### src/rtl/pipe_pkg.sv
// Shared EX/MEM pipeline definitions.
// Provides the default datapath widths, the bit positions inside the
// 5-bit execute control field, the packed EX->MEM entry record, and the
// occupancy encoding used by the 2-entry skid buffer.
package pipe_pkg;

    localparam int unsigned DATA_W = 32;
    localparam int unsigned REG_AW = 5;
    localparam int unsigned CTL_W  = 5;

    // ex_ctl = {branch, mem_read, mem_write, reg_write, mem_to_reg}
    localparam int unsigned BR_BIT  = 4;
    localparam int unsigned MR_BIT  = 3;
    localparam int unsigned MW_BIT  = 2;
    localparam int unsigned RW_BIT  = 1;
    localparam int unsigned M2R_BIT = 0;

    typedef struct packed {
        logic [DATA_W-1:0] alu_out;
        logic              zero;
        logic [DATA_W-1:0] store_data;
        logic [REG_AW-1:0] rd;
        logic [CTL_W-1:0]  ctl;
        logic [DATA_W-1:0] br_target;
    } ex_mem_entry_t;

    // Skid buffer occupancy: nothing, head only, head plus skid.
    typedef enum logic [1:0] {
        OCC_EMPTY = 2'd0,
        OCC_HEAD  = 2'd1,
        OCC_FULL  = 2'd2
    } occ_t;

endpackage

### src/rtl/pipe_skid_buf.sv
// Generic 2-entry valid/ready skid buffer carrying ex_mem_entry_t.
// Ports:
//   clock, reset_n        rising-edge clock, async active-low reset
//   flush                 synchronous drop of both entries (out-transfer
//                         in the same cycle still completes)
//   in_valid/in_ready     upstream handshake; in_ready is registered
//   in_data               entry offered by upstream
//   out_valid/out_ready   downstream handshake; out_valid = head valid
//   out_data              head entry, held stable while stalled
module pipe_skid_buf
    import pipe_pkg::*;
(
    input  logic          clock,
    input  logic          reset_n,
    input  logic          flush,
    input  logic          in_valid,
    output logic          in_ready,
    input  ex_mem_entry_t in_data,
    output logic          out_valid,
    input  logic          out_ready,
    output ex_mem_entry_t out_data
);

    occ_t          state;
    occ_t          state_next;
    ex_mem_entry_t head_q;
    ex_mem_entry_t head_next;
    ex_mem_entry_t skid_q;
    ex_mem_entry_t skid_next;
    logic          ready_q;
    logic          in_xfer;
    logic          out_xfer;

    assign in_xfer   = in_valid && ready_q;
    assign out_xfer  = (state != OCC_EMPTY) && out_ready;
    assign in_ready  = ready_q;
    assign out_valid = (state != OCC_EMPTY);
    assign out_data  = head_q;

    always_comb begin
        state_next = state;
        head_next  = head_q;
        skid_next  = skid_q;
        if (flush) begin
            // Payloads are left in place; only occupancy is dropped.
            state_next = OCC_EMPTY;
        end else begin
            unique case (state)
                OCC_EMPTY: begin
                    if (in_xfer) begin
                        head_next  = in_data;
                        state_next = OCC_HEAD;
                    end
                end
                OCC_HEAD: begin
                    if (in_xfer && out_xfer) begin
                        head_next = in_data;
                    end else if (in_xfer) begin
                        skid_next  = in_data;
                        state_next = OCC_FULL;
                    end else if (out_xfer) begin
                        state_next = OCC_EMPTY;
                    end
                end
                OCC_FULL: begin
                    // in_ready is low here, so no in-transfer can occur.
                    if (out_xfer) begin
                        head_next  = skid_q;
                        state_next = OCC_HEAD;
                    end
                end
                default: state_next = OCC_EMPTY;
            endcase
        end
    end

    always_ff @(posedge clock or negedge reset_n) begin
        if (!reset_n) begin
            state   <= OCC_EMPTY;
            head_q  <= '0;
            skid_q  <= '0;
            ready_q <= 1'b1;
        end else begin
            state   <= state_next;
            head_q  <= head_next;
            skid_q  <= skid_next;
            // Registered ready: low exactly when the skid slot will be occupied.
            ready_q <= (state_next != OCC_FULL);
        end
    end

endmodule

### src/rtl/ex_mem_stage.sv
// EX->MEM pipeline stage.
// Captures ALU result, Zero flag, store data, destination register and
// control bits from EX into a 2-entry skid buffer and presents the head
// entry to MEM over valid/ready. Taken branches (branch && zero) are
// resolved as the entry leaves toward MEM: pc_src pulses for one cycle
// with pc_target holding the branch target.
// Ports:
//   clock, reset_n                      clock, async active-low reset
//   ex_valid/ex_ready                   EX handshake (ex_ready registered)
//   ex_alu_out, ex_zero, ex_store_data,
//   ex_rd, ex_ctl, ex_br_target         EX payload
//   flush                               drop all held entries
//   mem_valid/mem_ready                 MEM handshake
//   mem_alu_out, mem_store_data,
//   mem_rd, mem_ctl                     head payload to MEM
//   pc_src, pc_target                   taken-branch redirect
// Optional (macro EX_MEM_FWD_EN): fwd_valid, fwd_rd, fwd_data taps of
// the head entry for the EX forwarding mux.
module ex_mem_stage #(
    parameter int unsigned DATA_W = pipe_pkg::DATA_W,
    parameter int unsigned REG_AW = pipe_pkg::REG_AW
) (
    input  logic              clock,
    input  logic              reset_n,
    input  logic              ex_valid,
    output logic              ex_ready,
    input  logic [DATA_W-1:0] ex_alu_out,
    input  logic              ex_zero,
    input  logic [DATA_W-1:0] ex_store_data,
    input  logic [REG_AW-1:0] ex_rd,
    input  logic [4:0]        ex_ctl,
    input  logic [DATA_W-1:0] ex_br_target,
    input  logic              flush,
    output logic              mem_valid,
    input  logic              mem_ready,
    output logic [DATA_W-1:0] mem_alu_out,
    output logic [DATA_W-1:0] mem_store_data,
    output logic [REG_AW-1:0] mem_rd,
    output logic [3:0]        mem_ctl,
    output logic              pc_src,
    output logic [DATA_W-1:0] pc_target
`ifdef EX_MEM_FWD_EN
    ,
    output logic              fwd_valid,
    output logic [REG_AW-1:0] fwd_rd,
    output logic [DATA_W-1:0] fwd_data
`endif
);

    import pipe_pkg::*;

    ex_mem_entry_t in_entry;
    ex_mem_entry_t head;
    logic          head_branch;
    logic          taken;

    always_comb begin
        in_entry            = '0;
        in_entry.alu_out    = ex_alu_out;
        in_entry.zero       = ex_zero;
        in_entry.store_data = ex_store_data;
        in_entry.rd         = ex_rd;
        in_entry.ctl        = ex_ctl;
        in_entry.br_target  = ex_br_target;
    end

    pipe_skid_buf u_skid (
        .clock     (clock),
        .reset_n   (reset_n),
        .flush     (flush),
        .in_valid  (ex_valid),
        .in_ready  (ex_ready),
        .in_data   (in_entry),
        .out_valid (mem_valid),
        .out_ready (mem_ready),
        .out_data  (head)
    );

    assign head_branch    = head.ctl[BR_BIT];
    assign mem_alu_out    = head.alu_out;
    assign mem_store_data = head.store_data;
    assign mem_rd         = head.rd;
    // Branches carry no memory or writeback side effects downstream.
    assign mem_ctl        = head_branch ? 4'b0000
                          : {head.ctl[MR_BIT], head.ctl[MW_BIT],
                             head.ctl[RW_BIT], head.ctl[M2R_BIT]};

    // Flush does not gate this: an out-transfer in the flush cycle completes.
    assign taken = mem_valid && mem_ready && head_branch && head.zero;

    always_ff @(posedge clock or negedge reset_n) begin
        if (!reset_n) begin
            pc_src    <= 1'b0;
            pc_target <= '0;
        end else begin
            pc_src <= taken;
            if (taken) begin
                pc_target <= head.br_target;
            end
        end
    end

`ifdef EX_MEM_FWD_EN
    assign fwd_valid = mem_valid && mem_ctl[1] && !mem_ctl[3] && (head.rd != '0);
    assign fwd_rd    = head.rd;
    assign fwd_data  = head.alu_out;
`endif

endmodule
### config.mk
export PLATFORM = sky130hd
export DESIGN_NAME = ex_mem_stage
export DESIGN_NICKNAME = d
export VERILOG_FILES = /design/src/rtl/pipe_pkg.sv /design/src/rtl/pipe_skid_buf.sv /design/src/rtl/ex_mem_stage.sv
export SDC_FILE = /design/constraint.sdc
export NUM_CORES = 1
export LEC_CHECK = 0
export CAP_MARGIN = 20
export CORE_MARGIN = 2
export CORE_UTILIZATION = 45
export CTS_CLUSTER_SIZE = 14
export DETAILED_ROUTE_END_ITERATION = 10
export DONT_BUFFER_PORTS = 1
export MAX_ROUTING_LAYER = met4
export PLACE_DENSITY = 0.64
export SLEW_MARGIN = 20
export SYNTH_ARGS = -nofsm -noshare
export SYNTH_HDL_FRONTEND = slang
export SYNTH_SLANG_ARGS = --single-unit
### constraint.sdc
create_clock -name clock -period 1.6 [get_ports clock]
set_input_delay 0.16 -clock clock [delete_from_list [all_inputs] [get_ports clock]]
set_output_delay 0.16 -clock clock [all_outputs]
set_load 0.02 [all_outputs]
==> flow_metrics.env <==
export IMPL_status="finished, violations left"
export IMPL_failed_checks="negative hold slack, negative setup slack"
export IMPL_port_buffers=0
export IMPL_yosys_warnings=0
export IMPL_drtPass1Iterations=4
export IMPL_avgViaCountPerCell=5.07
export IMPL_synth_cells=851
export IMPL_cp_start_kind="register"
export IMPL_pwr_density_cell_nw_per_um2=1380
export IMPL_synthToLayoutAreaGrowth_pct=24.6
export IMPL_post_dp_hpwl_um=13400
export IMPL_synth_area_per_cell_um2=12.7
export IMPL_synth_area_leaders="dfrtp_1 57%, mux2_2 14%, mux2i_1 10%"
export IMPL_rsz0062_at_grt="yes"
export IMPL_cts_hold_buf=109
export IMPL_clock_latency_ps=520
export IMPL_dieArea_um2=25300
export IMPL_period_share_pct=101
export IMPL_yosys_area_top_type_share_pct=57.5
export IMPL_final_cell_mix="248 x dfrtp_1, 139 x mux2_2, 109 x dlygate4sd3_1"
export IMPL_syn_nets=963
export IMPL_antenna_found_initial=1
export IMPL_drt_initial_drc_count=284
export IMPL_finish_instance_area_um2=13500
export IMPL_mostFrequentLayoutCell="dfrtp_1"
export IMPL_grt_pass1_wl_um=34800
export IMPL_worst_pin_slew_ps=339
export IMPL_yosys_register_bits=250
export IMPL_arrival_ps=2010
export IMPL_drive_above_1_share_pct=30.5
export IMPL_grt_usage_pct=17.1
export IMPL_wirelength_um=22300
export IMPL_slowest_stage="dfrtp_1"
export IMPL_cp_max_fo=14
export IMPL_cts_root_buf="clkbuf_16"
export IMPL_path_common_cell="clkbuf_16"
export IMPL_clock_sinks=250
export IMPL_dieWidth_um=159
export IMPL_start_util_pct=46.0
export IMPL_design_core_area_um2=23500
export IMPL_path_clk_slew_ps=60
export IMPL_hold_class="in2async"
export IMPL_p_leak_nw=6.78
export IMPL_numCtsBuffers=27
export IMPL_clock_path_buffers=3
export IMPL_yosys_area_top_type="dfrtp_1"
export IMPL_period_needed_ps=1620
export IMPL_clock_fmax_mhz=618
export IMPL_dpl_cell_area_um2=11000
export IMPL_die_y_um=159
export IMPL_crit_type="reg2reg"
export IMPL_setup_ws_ps=-18.1
export IMPL_routabilityCongestion=0.735
export IMPL_htreeDepth=1
export IMPL_fin_tns_setup_ps=-59.5
export IMPL_grt_max_degree=251
export IMPL_cts_tree="built"
export IMPL_hold_slack_ps=-661
export IMPL_ir_drop_mv=0.899
export IMPL_row_count=56
export IMPL_max_stage_delay_ps=410
export IMPL_routedWlPerCell_um=17.6
export IMPL_max_slew_margin_rel_pct=77.4
export IMPL_drc=0
export IMPL_synth_distinct_cells=27
export IMPL_clock_skew_ps=8.53
export IMPL_maxSlewViolCount=0
export IMPL_final_net_count=1039
export IMPL_first_global_vias=6477
export IMPL_hold_viol_final=250
export IMPL_ant_nets=0
export IMPL_setup_viol=11
export IMPL_endpoint_kind="register"
export IMPL_path_cells="buf_6 -> and4bb_1 -> a31oi_4 -> buf_4 -> clkbuf_16 -> clkbuf_16 -> nand2_1 -> o21ai_0"
export IMPL_drv_cap=0
export IMPL_required_ps=2000
export IMPL_io_pins=220
export IMPL_ys_seq_area_share_pct=57.7
export IMPL_synth_area_um2=10800
export IMPL_overflow=0
export IMPL_num_vias=6414
[kinds of logic (layout without fill, tap and decap cells)]
| kind of cell | Yosys count | in the layout | synth area share (%) |
|---|---|---|---|
| AO/OA/AOI/OAI | 110 | 110 | 5.30 |
| flip-flops | 250 | 250 | 57.7 |
| AND/OR/NAND/NOR | 122 | 122 | 4.72 |
| buffers and inverters | 121 | 216 | 7.72 |
| multiplexers | 248 | 248 | 24.5 |
| other | 0 | 1 | 0 |
[worst max-delay path: cells and delay by family (launching register included)]
family | cells | cell delay (ps)
AOI/OAI and AO/OA | 2 | 110
DFF | 1 | 410
buffers and inverters | 4 | 630
and+or+nand+nor | 2 | 340
[repair_timing]
action                                 4_1_cts  5_1_grt
resized for setup                            4      124
endpoints found under the hold margin      468      250
pin swaps                                    0        9
buffers inserted                             0        5
setup endpoints to repair                    2      107
cloned                                       0       13
[final timing paths]
check,start,end,slack [ps],depth (start not counted)
max,u_skid.state[0]$_DFF_PN0_,u_skid.out_data[17]$_DFFE_PN0P_,-20,8
min reg2reg,u_skid.out_data[34]$_DFFE_PN0P_,u_skid.out_data[34]$_DFFE_PN0P_,470,2
max reg2reg,u_skid.state[0]$_DFF_PN0_,u_skid.out_data[17]$_DFFE_PN0P_,-20,8
min in group clock,ex_valid,u_skid.in_ready$_DFF_PN1_,110,3
min,reset_n,u_skid.out_data[25]$_DFFE_PN0P_,-660,0
max in group asynchronous,reset_n,u_skid.skid_q[51]$_DFFE_PN0P_,1980,0
[final cells by class]
class	instances	area (µm²)
clock inverter	3	40.0
inverter	2	7.51
timing repair buffer	166	2040
antenna	1	2.50
clock buffer	45	843
sequential	250	6260
multi-input combinational	480	3910
tap	319	399
fill	1923	10000
[per-layer routing]
layer,global-route usage (%),wire [µm],vias to the layer above
met4,3.97,420,0
met2,26.6,10500,176
met3,5.08,1500,29
met5,-,0,-
met1,22.2,9900,3165
li1,-,-,3044
[metrics by stage]
step / worst slack (ps) / hold WS, ps / std cells / util, % / power (mW)
6_report: -18.1 / -661 / 1266 / 57.4 / 18.6
5_1_grt: -70.2 / -691 / 1266 / 57.4 / 19.6
4_1_cts: -1.79 / -693 / 1247 / 55.0 / 18.5
3_5_place_dp: 3.92 / -127 / 1090 / 46.5 / 12.1
3_3_place_gp: 38.1 / -127 / 1090 / 46.5 / 11.9
2_1_floorplan: -23.0 / -136 / 851 / - / 11.9
[report_power, final]
part           leakage (nW)  switching (mW)  internal (mW)
Combinational          3.24           0.934           1.67
Sequential             3.11            1.91           8.01
Clock                 0.436            2.37           3.71
Total                  6.78            5.22           13.4
[cell usage after synthesis, drive strengths merged]
master / n
a211o: 1
a31oi: 1
and2: 1
and2b: 1
and4bb: 1
buf: 109
clkbuf: 10
dfrtp: 249
dfstp: 1
inv: 2
mux2: 139
mux2i: 109
nand2: 107
nand2b: 2
nand3: 1
nand3b: 1
nand4: 1
nor2: 2
nor2b: 4
o21ai: 107
o22a: 1
or2: 1
[state kept, by name, summed over array words and instances, names as in the netlist]
name,cells
u_skid.in_ready,1
u_skid.out_data,107
u_skid.state,2
u_skid.skid_q,107
pc_src,1
pc_target,32
(Power assumes the default switching activity.)
